==> config.mk <==
export PLATFORM = sky130hd
export DESIGN_NAME = vdp_cpu_vram_port_flat
export DESIGN_NICKNAME = d
export VERILOG_FILES = /design/src/rtl/vdp_cpu_vram_port_pkg.sv /design/src/rtl/vdp_cpu_vram_port_if.sv /design/src/rtl/vdp_cpu_wr_fifo.sv /design/src/rtl/vdp_cpu_vram_port.sv /design/src/flat_wrapper.sv
export SDC_FILE = /design/constraint.sdc
export NUM_CORES = 1
export LEC_CHECK = 0
export ABC_AREA = 1
export CAP_MARGIN = 20
export CORE_MARGIN = 1.5
export CORE_UTILIZATION = 35
export CTS_CLUSTER_SIZE = 20
export DETAILED_ROUTE_END_ITERATION = 8
export SKIP_LAST_GASP = 1
export SYNTH_ARGS = -nofsm -noshare
export SYNTH_HDL_FRONTEND = slang
export SYNTH_HIERARCHICAL = 1
export SYNTH_SLANG_ARGS = --single-unit
==> constraint.sdc <==
create_clock -name CLK21M -period 2.1 [get_ports CLK21M]
set_input_delay 0.21 -clock CLK21M [delete_from_list [all_inputs] [get_ports CLK21M]]
set_output_delay 0.21 -clock CLK21M [all_outputs]
set_load 0.005 [all_outputs]
==> src/rtl/vdp_cpu_vram_port_pkg.sv <==
// Shared definitions for the CPU-side VRAM port: port numbers, the
// decoded control-port command, the control-sequence state and the
// dot phase in which VRAM read data is valid.
package vdp_cpu_port_pkg;

  localparam logic [1:0] PORT_DATA = 2'd0;
  localparam logic [1:0] PORT_CTRL = 2'd1;

  // RAMDBI carries valid read data only in this dot phase
  localparam logic [1:0] READ_CAPTURE_DOTSTATE = 2'b01;

  typedef enum logic [1:0] {
    CMD_NONE,
    CMD_REGWR,
    CMD_ADDR_RD,
    CMD_ADDR_WR
  } ctrl_cmd_t;

  // Two-byte control sequence: waiting for the first or the second byte
  typedef enum logic {
    CTRL_FIRST,
    CTRL_SECOND
  } ctrl_state_t;

  // Second control byte: bit7 selects register write, bit6 selects
  // address set for write (no prefetch) versus read (with prefetch).
  function automatic ctrl_cmd_t decode_ctrl(input logic [7:0] b);
    if (b[7]) begin
      return CMD_REGWR;
    end else if (b[6]) begin
      return CMD_ADDR_WR;
    end else begin
      return CMD_ADDR_RD;
    end
  endfunction

endpackage

==> src/rtl/vdp_cpu_vram_port_if.sv <==
// CPU bus as seen by the VRAM port: a one-cycle access strobe with
// direction, port number and write data; read data and a stall back.
interface vdp_cpu_vram_port_if;
  logic       cpu_req;
  logic       cpu_wr;
  logic [1:0] cpu_port;
  logic [7:0] cpu_dbo;
  logic [7:0] cpu_dbi;
  logic       cpu_wait;

  modport master (
    output cpu_req, cpu_wr, cpu_port, cpu_dbo,
    input  cpu_dbi, cpu_wait
  );

  modport slave (
    input  cpu_req, cpu_wr, cpu_port, cpu_dbo,
    output cpu_dbi, cpu_wait
  );
endinterface

==> src/rtl/vdp_cpu_wr_fifo.sv <==
// Small write-data FIFO between the CPU data port and the VRAM write
// handshake. DEPTH must be a power of two so the pointers wrap freely.
// A push while full is accepted when a pop happens in the same cycle.
module vdp_cpu_wr_fifo #(
  parameter int DEPTH = 4,
  parameter int WIDTH = 8
) (
  input  logic             CLK21M,
  input  logic             RESET,
  input  logic             push,
  input  logic             pop,
  input  logic [WIDTH-1:0] din,
  output logic [WIDTH-1:0] head,
  output logic             full,
  output logic             empty
);
  localparam int AW = (DEPTH > 1) ? $clog2(DEPTH) : 1;

  logic [WIDTH-1:0] mem [DEPTH];
  logic [AW-1:0]    wr_ptr_reg;
  logic [AW-1:0]    rd_ptr_reg;
  logic [AW:0]      count_reg;
  logic             push_ok;
  logic             pop_ok;

  assign empty   = (count_reg == '0);
  assign full    = (count_reg == (AW+1)'(DEPTH));
  assign pop_ok  = pop & ~empty;
  assign push_ok = push & (~full | pop_ok);
  assign head    = mem[rd_ptr_reg];

  // Storage has no reset; only the pointers define what is valid
  always_ff @(posedge CLK21M) begin
    if (push_ok) begin
      mem[wr_ptr_reg] <= din;
    end
  end

  // Pointer and occupancy bookkeeping
  always_ff @(posedge CLK21M or posedge RESET) begin
    if (RESET) begin
      wr_ptr_reg <= '0;
      rd_ptr_reg <= '0;
      count_reg  <= '0;
    end else begin
      if (push_ok) wr_ptr_reg <= wr_ptr_reg + 1'b1;
      if (pop_ok)  rd_ptr_reg <= rd_ptr_reg + 1'b1;
      if (push_ok && !pop_ok)      count_reg <= count_reg + 1'b1;
      else if (pop_ok && !push_ok) count_reg <= count_reg - 1'b1;
    end
  end
endmodule

==> src/rtl/vdp_cpu_vram_port.sv <==
// CPU-side VRAM front end: turns CPU data/control port accesses into
// toggle handshakes toward the VRAM arbiter, keeps the one-byte
// read-ahead latch and decodes two-byte control sequences.
// Optional write buffering: define CPU_WRITE_FIFO_EN.
module vdp_cpu_vram_port
  import vdp_cpu_port_pkg::*;
#(
  parameter int FIFO_DEPTH = 4
) (
  input  logic                 CLK21M,
  input  logic                 RESET,
  input  logic [1:0]           DOTSTATE,
  vdp_cpu_vram_port_if.slave   cpu,
  input  logic [2:0]           reg_r14,
  input  logic [7:0]           RAMDBI,
  input  logic                 VDPVRAMWRACK,
  input  logic                 VDPVRAMRDACK,
  input  logic                 VDPVRAMADDRSETACK,
  input  logic                 VDPVRAMREADINGR,
  output logic                 VDPVRAMWRREQ,
  output logic                 VDPVRAMRDREQ,
  output logic                 VDPVRAMADDRSETREQ,
  output logic                 VDPVRAMREADINGA,
  output logic [16:0]          VDPVRAMACCESSADDRTMP,
  output logic [7:0]           VDPVRAMACCESSDATA,
  output logic                 reg_wr_en,
  output logic [5:0]           reg_num,
  output logic [7:0]           reg_data
);

  // Depth is only meaningful with write buffering; legal range 2..8, power of two
  if ((FIFO_DEPTH < 2) || (FIFO_DEPTH > 8) || ((FIFO_DEPTH & (FIFO_DEPTH - 1)) != 0)) begin : g_fifo_depth_unsupported
  end

  ctrl_state_t ctrl_state_reg, ctrl_state_next;
  ctrl_cmd_t   ctrl_cmd;
  logic        byte1_load;

  logic [7:0]  byte1_reg;
  logic [7:0]  latch_reg;
  logic [7:0]  data_reg;
  logic [16:0] addr_reg;
  logic        wrreq_reg, rdreq_reg, asreq_reg, readinga_reg;
  logic        reg_wr_en_reg;
  logic [5:0]  reg_num_reg;
  logic [7:0]  reg_data_reg;

  logic wr_pend, rd_pend, as_pend, any_pend;
  logic is_data, is_ctrl;
  logic data_wr_req, data_rd_req, ctrl_wr_req, ctrl_rd_req;
  logic addr_set_req;
  logic wr_block, order_block;
  logic cpu_wait_int, accept;

  assign wr_pend  = wrreq_reg ^ VDPVRAMWRACK;
  assign rd_pend  = rdreq_reg ^ VDPVRAMRDACK;
  assign as_pend  = asreq_reg ^ VDPVRAMADDRSETACK;
  assign any_pend = wr_pend | rd_pend | as_pend;

  assign is_data     = (cpu.cpu_port == PORT_DATA);
  assign is_ctrl     = (cpu.cpu_port == PORT_CTRL);
  assign data_wr_req = cpu.cpu_req & is_data &  cpu.cpu_wr;
  assign data_rd_req = cpu.cpu_req & is_data & ~cpu.cpu_wr;
  assign ctrl_wr_req = cpu.cpu_req & is_ctrl &  cpu.cpu_wr;
  assign ctrl_rd_req = cpu.cpu_req & is_ctrl & ~cpu.cpu_wr;

  assign addr_set_req = (ctrl_cmd == CMD_ADDR_RD) || (ctrl_cmd == CMD_ADDR_WR);

`ifdef CPU_WRITE_FIFO_EN
  logic       fifo_full, fifo_empty, fifo_pop, fifo_push, wr_issue;
  logic       wr_issued_reg;
  logic [7:0] fifo_head;

  // Head goes out when no write is in flight; it leaves the FIFO on its ack
  assign wr_issue    = ~fifo_empty & ~wr_issued_reg & ~wr_pend;
  assign fifo_pop    = wr_issued_reg & ~wr_pend;
  assign fifo_push   = accept & data_wr_req;
  assign wr_block    = fifo_full & ~fifo_pop;
  // Reads and address sets must not overtake buffered writes
  assign order_block = ~fifo_empty | wr_issued_reg;

  vdp_cpu_wr_fifo #(
    .DEPTH (FIFO_DEPTH),
    .WIDTH (8)
  ) u_wr_fifo (
    .CLK21M (CLK21M),
    .RESET  (RESET),
    .push   (fifo_push),
    .pop    (fifo_pop),
    .din    (cpu.cpu_dbo),
    .head   (fifo_head),
    .full   (fifo_full),
    .empty  (fifo_empty)
  );

  // Write handshake driven from the FIFO head
  always_ff @(posedge CLK21M or posedge RESET) begin
    if (RESET) begin
      data_reg      <= '0;
      wrreq_reg     <= 1'b0;
      wr_issued_reg <= 1'b0;
    end else if (wr_issue) begin
      data_reg      <= fifo_head;
      wrreq_reg     <= ~wrreq_reg;
      wr_issued_reg <= 1'b1;
    end else if (fifo_pop) begin
      wr_issued_reg <= 1'b0;
    end
  end
`else
  assign wr_block    = wr_pend;
  assign order_block = 1'b0;

  // Single write register: each accepted data write starts one request
  always_ff @(posedge CLK21M or posedge RESET) begin
    if (RESET) begin
      data_reg  <= '0;
      wrreq_reg <= 1'b0;
    end else if (accept && data_wr_req) begin
      data_reg  <= cpu.cpu_dbo;
      wrreq_reg <= ~wrreq_reg;
    end
  end
`endif

  assign cpu_wait_int = (data_wr_req & wr_block) |
                        ((data_rd_req | addr_set_req) & (any_pend | order_block));
  assign accept       = cpu.cpu_req & ~cpu_wait_int;

  // Control-sequence state register
  always_ff @(posedge CLK21M or posedge RESET) begin
    if (RESET) ctrl_state_reg <= CTRL_FIRST;
    else       ctrl_state_reg <= ctrl_state_next;
  end

  // Next state: control writes alternate bytes; other port 0/1 accesses resync
  always_comb begin
    ctrl_state_next = ctrl_state_reg;
    if (accept) begin
      if (ctrl_wr_req) begin
        ctrl_state_next = (ctrl_state_reg == CTRL_FIRST) ? CTRL_SECOND : CTRL_FIRST;
      end else if (data_wr_req || data_rd_req || ctrl_rd_req) begin
        ctrl_state_next = CTRL_FIRST;
      end
    end
  end

  // Outputs: first-byte capture and the decoded second-byte command
  always_comb begin
    byte1_load = 1'b0;
    ctrl_cmd   = CMD_NONE;
    if (ctrl_wr_req) begin
      if (ctrl_state_reg == CTRL_FIRST) byte1_load = accept;
      else                              ctrl_cmd   = decode_ctrl(cpu.cpu_dbo);
    end
  end

  // First control byte holding register
  always_ff @(posedge CLK21M or posedge RESET) begin
    if (RESET)           byte1_reg <= '0;
    else if (byte1_load) byte1_reg <= cpu.cpu_dbo;
  end

  // Address set and read prefetch requests
  always_ff @(posedge CLK21M or posedge RESET) begin
    if (RESET) begin
      addr_reg  <= '0;
      asreq_reg <= 1'b0;
      rdreq_reg <= 1'b0;
    end else if (accept && addr_set_req) begin
      addr_reg  <= {reg_r14, cpu.cpu_dbo[5:0], byte1_reg};
      asreq_reg <= ~asreq_reg;
      if (ctrl_cmd == CMD_ADDR_RD) rdreq_reg <= ~rdreq_reg;
    end else if (accept && data_rd_req) begin
      rdreq_reg <= ~rdreq_reg;
    end
  end

  // Register-write strobe, one cycle after the second control byte
  always_ff @(posedge CLK21M or posedge RESET) begin
    if (RESET) begin
      reg_wr_en_reg <= 1'b0;
      reg_num_reg   <= '0;
      reg_data_reg  <= '0;
    end else begin
      reg_wr_en_reg <= accept && (ctrl_cmd == CMD_REGWR);
      if (accept && (ctrl_cmd == CMD_REGWR)) begin
        reg_num_reg  <= cpu.cpu_dbo[5:0];
        reg_data_reg <= byte1_reg;
      end
    end
  end

  // Read-ahead capture once the arbiter has issued a read and data is valid
  always_ff @(posedge CLK21M or posedge RESET) begin
    if (RESET) begin
      latch_reg    <= '0;
      readinga_reg <= 1'b0;
    end else if ((VDPVRAMREADINGR != readinga_reg) && (DOTSTATE == READ_CAPTURE_DOTSTATE)) begin
      latch_reg    <= RAMDBI;
      readinga_reg <= VDPVRAMREADINGR;
    end
  end

  assign cpu.cpu_dbi          = latch_reg;
  assign cpu.cpu_wait         = cpu_wait_int;
  assign VDPVRAMWRREQ         = wrreq_reg;
  assign VDPVRAMRDREQ         = rdreq_reg;
  assign VDPVRAMADDRSETREQ    = asreq_reg;
  assign VDPVRAMREADINGA      = readinga_reg;
  assign VDPVRAMACCESSADDRTMP = addr_reg;
  assign VDPVRAMACCESSDATA    = data_reg;
  assign reg_wr_en            = reg_wr_en_reg;
  assign reg_num              = reg_num_reg;
  assign reg_data             = reg_data_reg;

endmodule

==> src/flat_wrapper.sv <==
// flat-port wrapper written by rule: the top's interface ports become plain ports
module vdp_cpu_vram_port_flat import vdp_cpu_port_pkg::*;
#(
  parameter int FIFO_DEPTH = 4
)
  (CLK21M, RESET, DOTSTATE, reg_r14, RAMDBI, VDPVRAMWRACK, VDPVRAMRDACK, VDPVRAMADDRSETACK, VDPVRAMREADINGR, VDPVRAMWRREQ, VDPVRAMRDREQ, VDPVRAMADDRSETREQ, VDPVRAMREADINGA, VDPVRAMACCESSADDRTMP, VDPVRAMACCESSDATA, reg_wr_en, reg_num, reg_data, cpu_cpu_req, cpu_cpu_wr, cpu_cpu_port, cpu_cpu_dbo, cpu_cpu_dbi, cpu_cpu_wait);
  vdp_cpu_vram_port_if cpu_i ();
  input  logic CLK21M;
  input  logic RESET;
  input  logic [1:0] DOTSTATE;
  input  logic [2:0] reg_r14;
  input  logic [7:0] RAMDBI;
  input  logic VDPVRAMWRACK;
  input  logic VDPVRAMRDACK;
  input  logic VDPVRAMADDRSETACK;
  input  logic VDPVRAMREADINGR;
  output logic VDPVRAMWRREQ;
  output logic VDPVRAMRDREQ;
  output logic VDPVRAMADDRSETREQ;
  output logic VDPVRAMREADINGA;
  output logic [16:0] VDPVRAMACCESSADDRTMP;
  output logic [7:0] VDPVRAMACCESSDATA;
  output logic reg_wr_en;
  output logic [5:0] reg_num;
  output logic [7:0] reg_data;
  input wire logic [$bits(cpu_i.cpu_req)-1:0] cpu_cpu_req;
  input wire logic [$bits(cpu_i.cpu_wr)-1:0] cpu_cpu_wr;
  input wire logic [$bits(cpu_i.cpu_port)-1:0] cpu_cpu_port;
  input wire logic [$bits(cpu_i.cpu_dbo)-1:0] cpu_cpu_dbo;
  output wire logic [$bits(cpu_i.cpu_dbi)-1:0] cpu_cpu_dbi;
  output wire logic [$bits(cpu_i.cpu_wait)-1:0] cpu_cpu_wait;
  assign cpu_i.cpu_req = cpu_cpu_req;
  assign cpu_i.cpu_wr = cpu_cpu_wr;
  assign cpu_i.cpu_port = cpu_cpu_port;
  assign cpu_i.cpu_dbo = cpu_cpu_dbo;
  assign cpu_cpu_dbi = cpu_i.cpu_dbi;
  assign cpu_cpu_wait = cpu_i.cpu_wait;
  vdp_cpu_vram_port #(.FIFO_DEPTH(FIFO_DEPTH)) u_core (.CLK21M(CLK21M), .RESET(RESET), .DOTSTATE(DOTSTATE), .cpu(cpu_i), .reg_r14(reg_r14), .RAMDBI(RAMDBI), .VDPVRAMWRACK(VDPVRAMWRACK), .VDPVRAMRDACK(VDPVRAMRDACK), .VDPVRAMADDRSETACK(VDPVRAMADDRSETACK), .VDPVRAMREADINGR(VDPVRAMREADINGR), .VDPVRAMWRREQ(VDPVRAMWRREQ), .VDPVRAMRDREQ(VDPVRAMRDREQ), .VDPVRAMADDRSETREQ(VDPVRAMADDRSETREQ), .VDPVRAMREADINGA(VDPVRAMREADINGA), .VDPVRAMACCESSADDRTMP(VDPVRAMACCESSADDRTMP), .VDPVRAMACCESSDATA(VDPVRAMACCESSDATA), .reg_wr_en(reg_wr_en), .reg_num(reg_num), .reg_data(reg_data));
endmodule
==> out/summary.txt <==
Outcome -> finished, final reports clean
Largest net degree at the start of global routing -> 44
Final Hold Vio Count -> 0
Buffers on Ports -> 83
Filler cell count -> 634
Vias in the first global route -> 1,829
Met3 global-route usage -> 0.0400
CTS tree -> yes
Hold slack -> 0.207 ns
RR Startpoint -> u_core/VDPVRAMWRREQ$_DFFE_PP0P_
Crit end category -> output pin
Site Rows -> 30
TritonCTS Buffers -> 9
Routed len/inst -> 12.2 um
Chip height -> 86.7 um
Number of max-cap violations -> 0
Post-synthesis sequential area ratio -> 0.622
DPL Wire Length -> 3.84 mm
CTS Hold Buffers Added -> 0
Setup crit start kind -> primary input
Worst Tran Pin Value -> 0.476 ns
Number of synthesis warnings -> 6
Pleak -> 1.71 nW
Drt first pass iters -> 5
CORE AREA -> 6790 um^2
Final Wtd Congestion -> 0.914
Required time worst endpoint -> 1.89 ns
GR Layer Usage met2 -> 0.241
CP arrival -> 1.76 ns
Post-placement cell area -> 3400 um^2
Setup TNS -> 0 ns
GRT Total Usage -> 0.155
IO Count -> 84
Met1 usage -> 0.201
Area grow syn2layout -> 47.9%
Final instance area -> 3630 um^2
DRC Markers -> 0
Clock Sinks -> 61
GR Overflow Total -> 0
Max FFs per register -> 17
H-tree depth -> 3
Skew-Pair Late Insertion Delay -> 0.33 ns
WS Path Type -> primary input to output pin
Max Clock Freq -> 507 MHz
Endpoints failing setup -> 0
Worst slew margin -> 0.682
Max VDD drop -> 0.000479 V
1st-iter DRT viols -> 82
Syn_area_per_cell -> 9.58 um^2
Footprint of the multi-input gates -> 763 um^2
Final min period -> 1.97 ns
Deepest clock path buffer count -> 2
Synth Register Bits -> 61
Die Wd -> 86.7 um
Fin util -> 0.534
Pwr Density -> 937 nW/um^2
Share of cells above drive strength 1 -> 0.0883
First-pass GRT wire length -> 8.79 mm
Initial antenna violation count -> 0
RSZ-0062 raised after global routing -> no
Final ANT Viol Nets -> 0
Synth Cell Area -> 2450 um^2
Final Max Slew Viols -> 0
Ant diodes -> 0
Synth unique cells -> 17
Most used routing layer -> met2
Worst Setup SP -> cpu_cpu_wr
Sequential cell area -> 1530 um^2
CP Max Fanout -> 4
Synthesized Nets -> 287
Fin crit share -> 0.939
Type of the worst min-delay path -> primary input to asynchronous set/reset pin
Root Buffer Master -> clkbuf_8
Final nets -> 377
Via-to-Cell Ratio -> 4.45
Final Skew -> 0.00841 ns
DR vias -> 1,990
Final Routed Wirelength -> 5.46 mm
Gate count of the mapped netlist -> 256
DIE AREA -> 7520 um^2
Clock slew at reported path FFs -> 0.06 ns
Initial Util -> 0.361
==> cell type report <==
type | count | share of cell area
sequential | 61 | 0.421
clock inverter | 4 | 0.0193
inverter | 33 | 0.0341
timing repair buffer | 86 | 0.239
tap | 96 | 0.0331
multi-input combinational | 155 | 0.210
clock buffer | 12 | 0.0428
==> stage by stage <==
stage / worst slack [ns] / total power, mW / instances
after floorplan: 0.377 / 1.78 / 256
after global placement: 0.153 / 2.25 / 431
after detailed placement: 0.0826 / 2.27 / 431
after CTS: 0.0775 / 3.45 / 447
after global routing: 0.00710 / 3.59 / 447
final: 0.127 / 3.40 / 447
==> worst paths after layout <==
| path | slack, ns | cells after the start | endpoint |
|---|---|---|---|
| min | 0.21 | 2 | u_core/reg_data[2]$_DFFE_PP0P_ |
| max reg2reg | 0.41 | 9 | u_core/VDPVRAMACCESSDATA[4]$_DFFE_PP0P_ |
| max | 0.13 | 8 | cpu_cpu_wait |
| min reg2reg | 0.48 | 2 | u_core/VDPVRAMACCESSADDRTMP[14]$_DFFE_PP0P_ |
| min in group CLK21M | 0.37 | 4 | u_core/VDPVRAMRDREQ$_DFFE_PP0P_ |
| max in group asynchronous | 1.31 | 3 | u_core/reg_num[5]$_DFFE_PP0P_ |
==> Yosys cell counts <==
library cell,count,area (um^2)
a21oi_1,1,5.00
buf_2,4,20.0
buf_6,1,11.3
clkbuf_1,2,7.51
dfrtp_1,61,1530
inv_1,32,120
inv_2,1,3.75
mux2_2,9,101
nand2_1,79,297
nand3_1,6,30.0
nand4_1,2,12.5
nor2_1,7,26.3
nor2_2,1,6.26
nor2_4,1,11.3
o21a_1,7,52.6
o21ai_0,39,195
xor2_1,3,26.3
==> routing by layer <==
layer,routed length [um],part of all wire,up-vias
li1,-,-,981
met1,2600,0.48,939
met2,2500,0.46,63
met3,263,0.048,7
met4,104,0.019,0
met5,0,0,-
==> critical path, cell delays in order <==
cell,delay (ns)
clkdlybuf4s50_1,0.52
nand2_1,0.08
inv_1,0.06
nand3_1,0.11
nand2_1,0.08
nand2_1,0.10
nand2_1,0.10
clkdlybuf4s50_1,0.50
==> where the power goes <==
part           internal [mW]  switching, mW
clock network          0.730          0.431
registers               1.38          0.122
logic                  0.475          0.258
==> logic make-up (layout without fill, tap and decap cells) <==
group	after synthesis	after routing	share of synthesized area
flops	61	61	0.622
simple gates	96	96	0.156
mux	9	9	0.0413
compound gates	47	47	0.103
xor+xnor	3	3	0.0107
buf+inv	40	135	0.0663
==> cells in the final DEF (no fill, tap or decap), drive strengths merged <==
| cell type | synthesis | final |
|---|---|---|
| mux2 | 9 | 9 |
| clkbuf | 2 | 12 |
| clkinv | 0 | 2 |
| nand4 | 2 | 2 |
| buf | 5 | 3 |
| nor2 | 9 | 9 |
| bufinv | 0 | 2 |
| inv | 33 | 33 |
| dlymetal6s2s | 0 | 1 |
| a21oi | 1 | 1 |
| o21a | 7 | 7 |
| dfrtp | 61 | 61 |
| o21ai | 39 | 39 |
| clkdlybuf4s50 | 0 | 82 |
| nand3 | 6 | 6 |
| xor2 | 3 | 3 |
| nand2 | 79 | 79 |
==> what timing repair did <==
item,4_1_cts,5_1_grt
endpoints found under the setup margin,0,1
buffers inserted,0,0
resized for setup,0,1
Power figures use the tool's default switching activity.
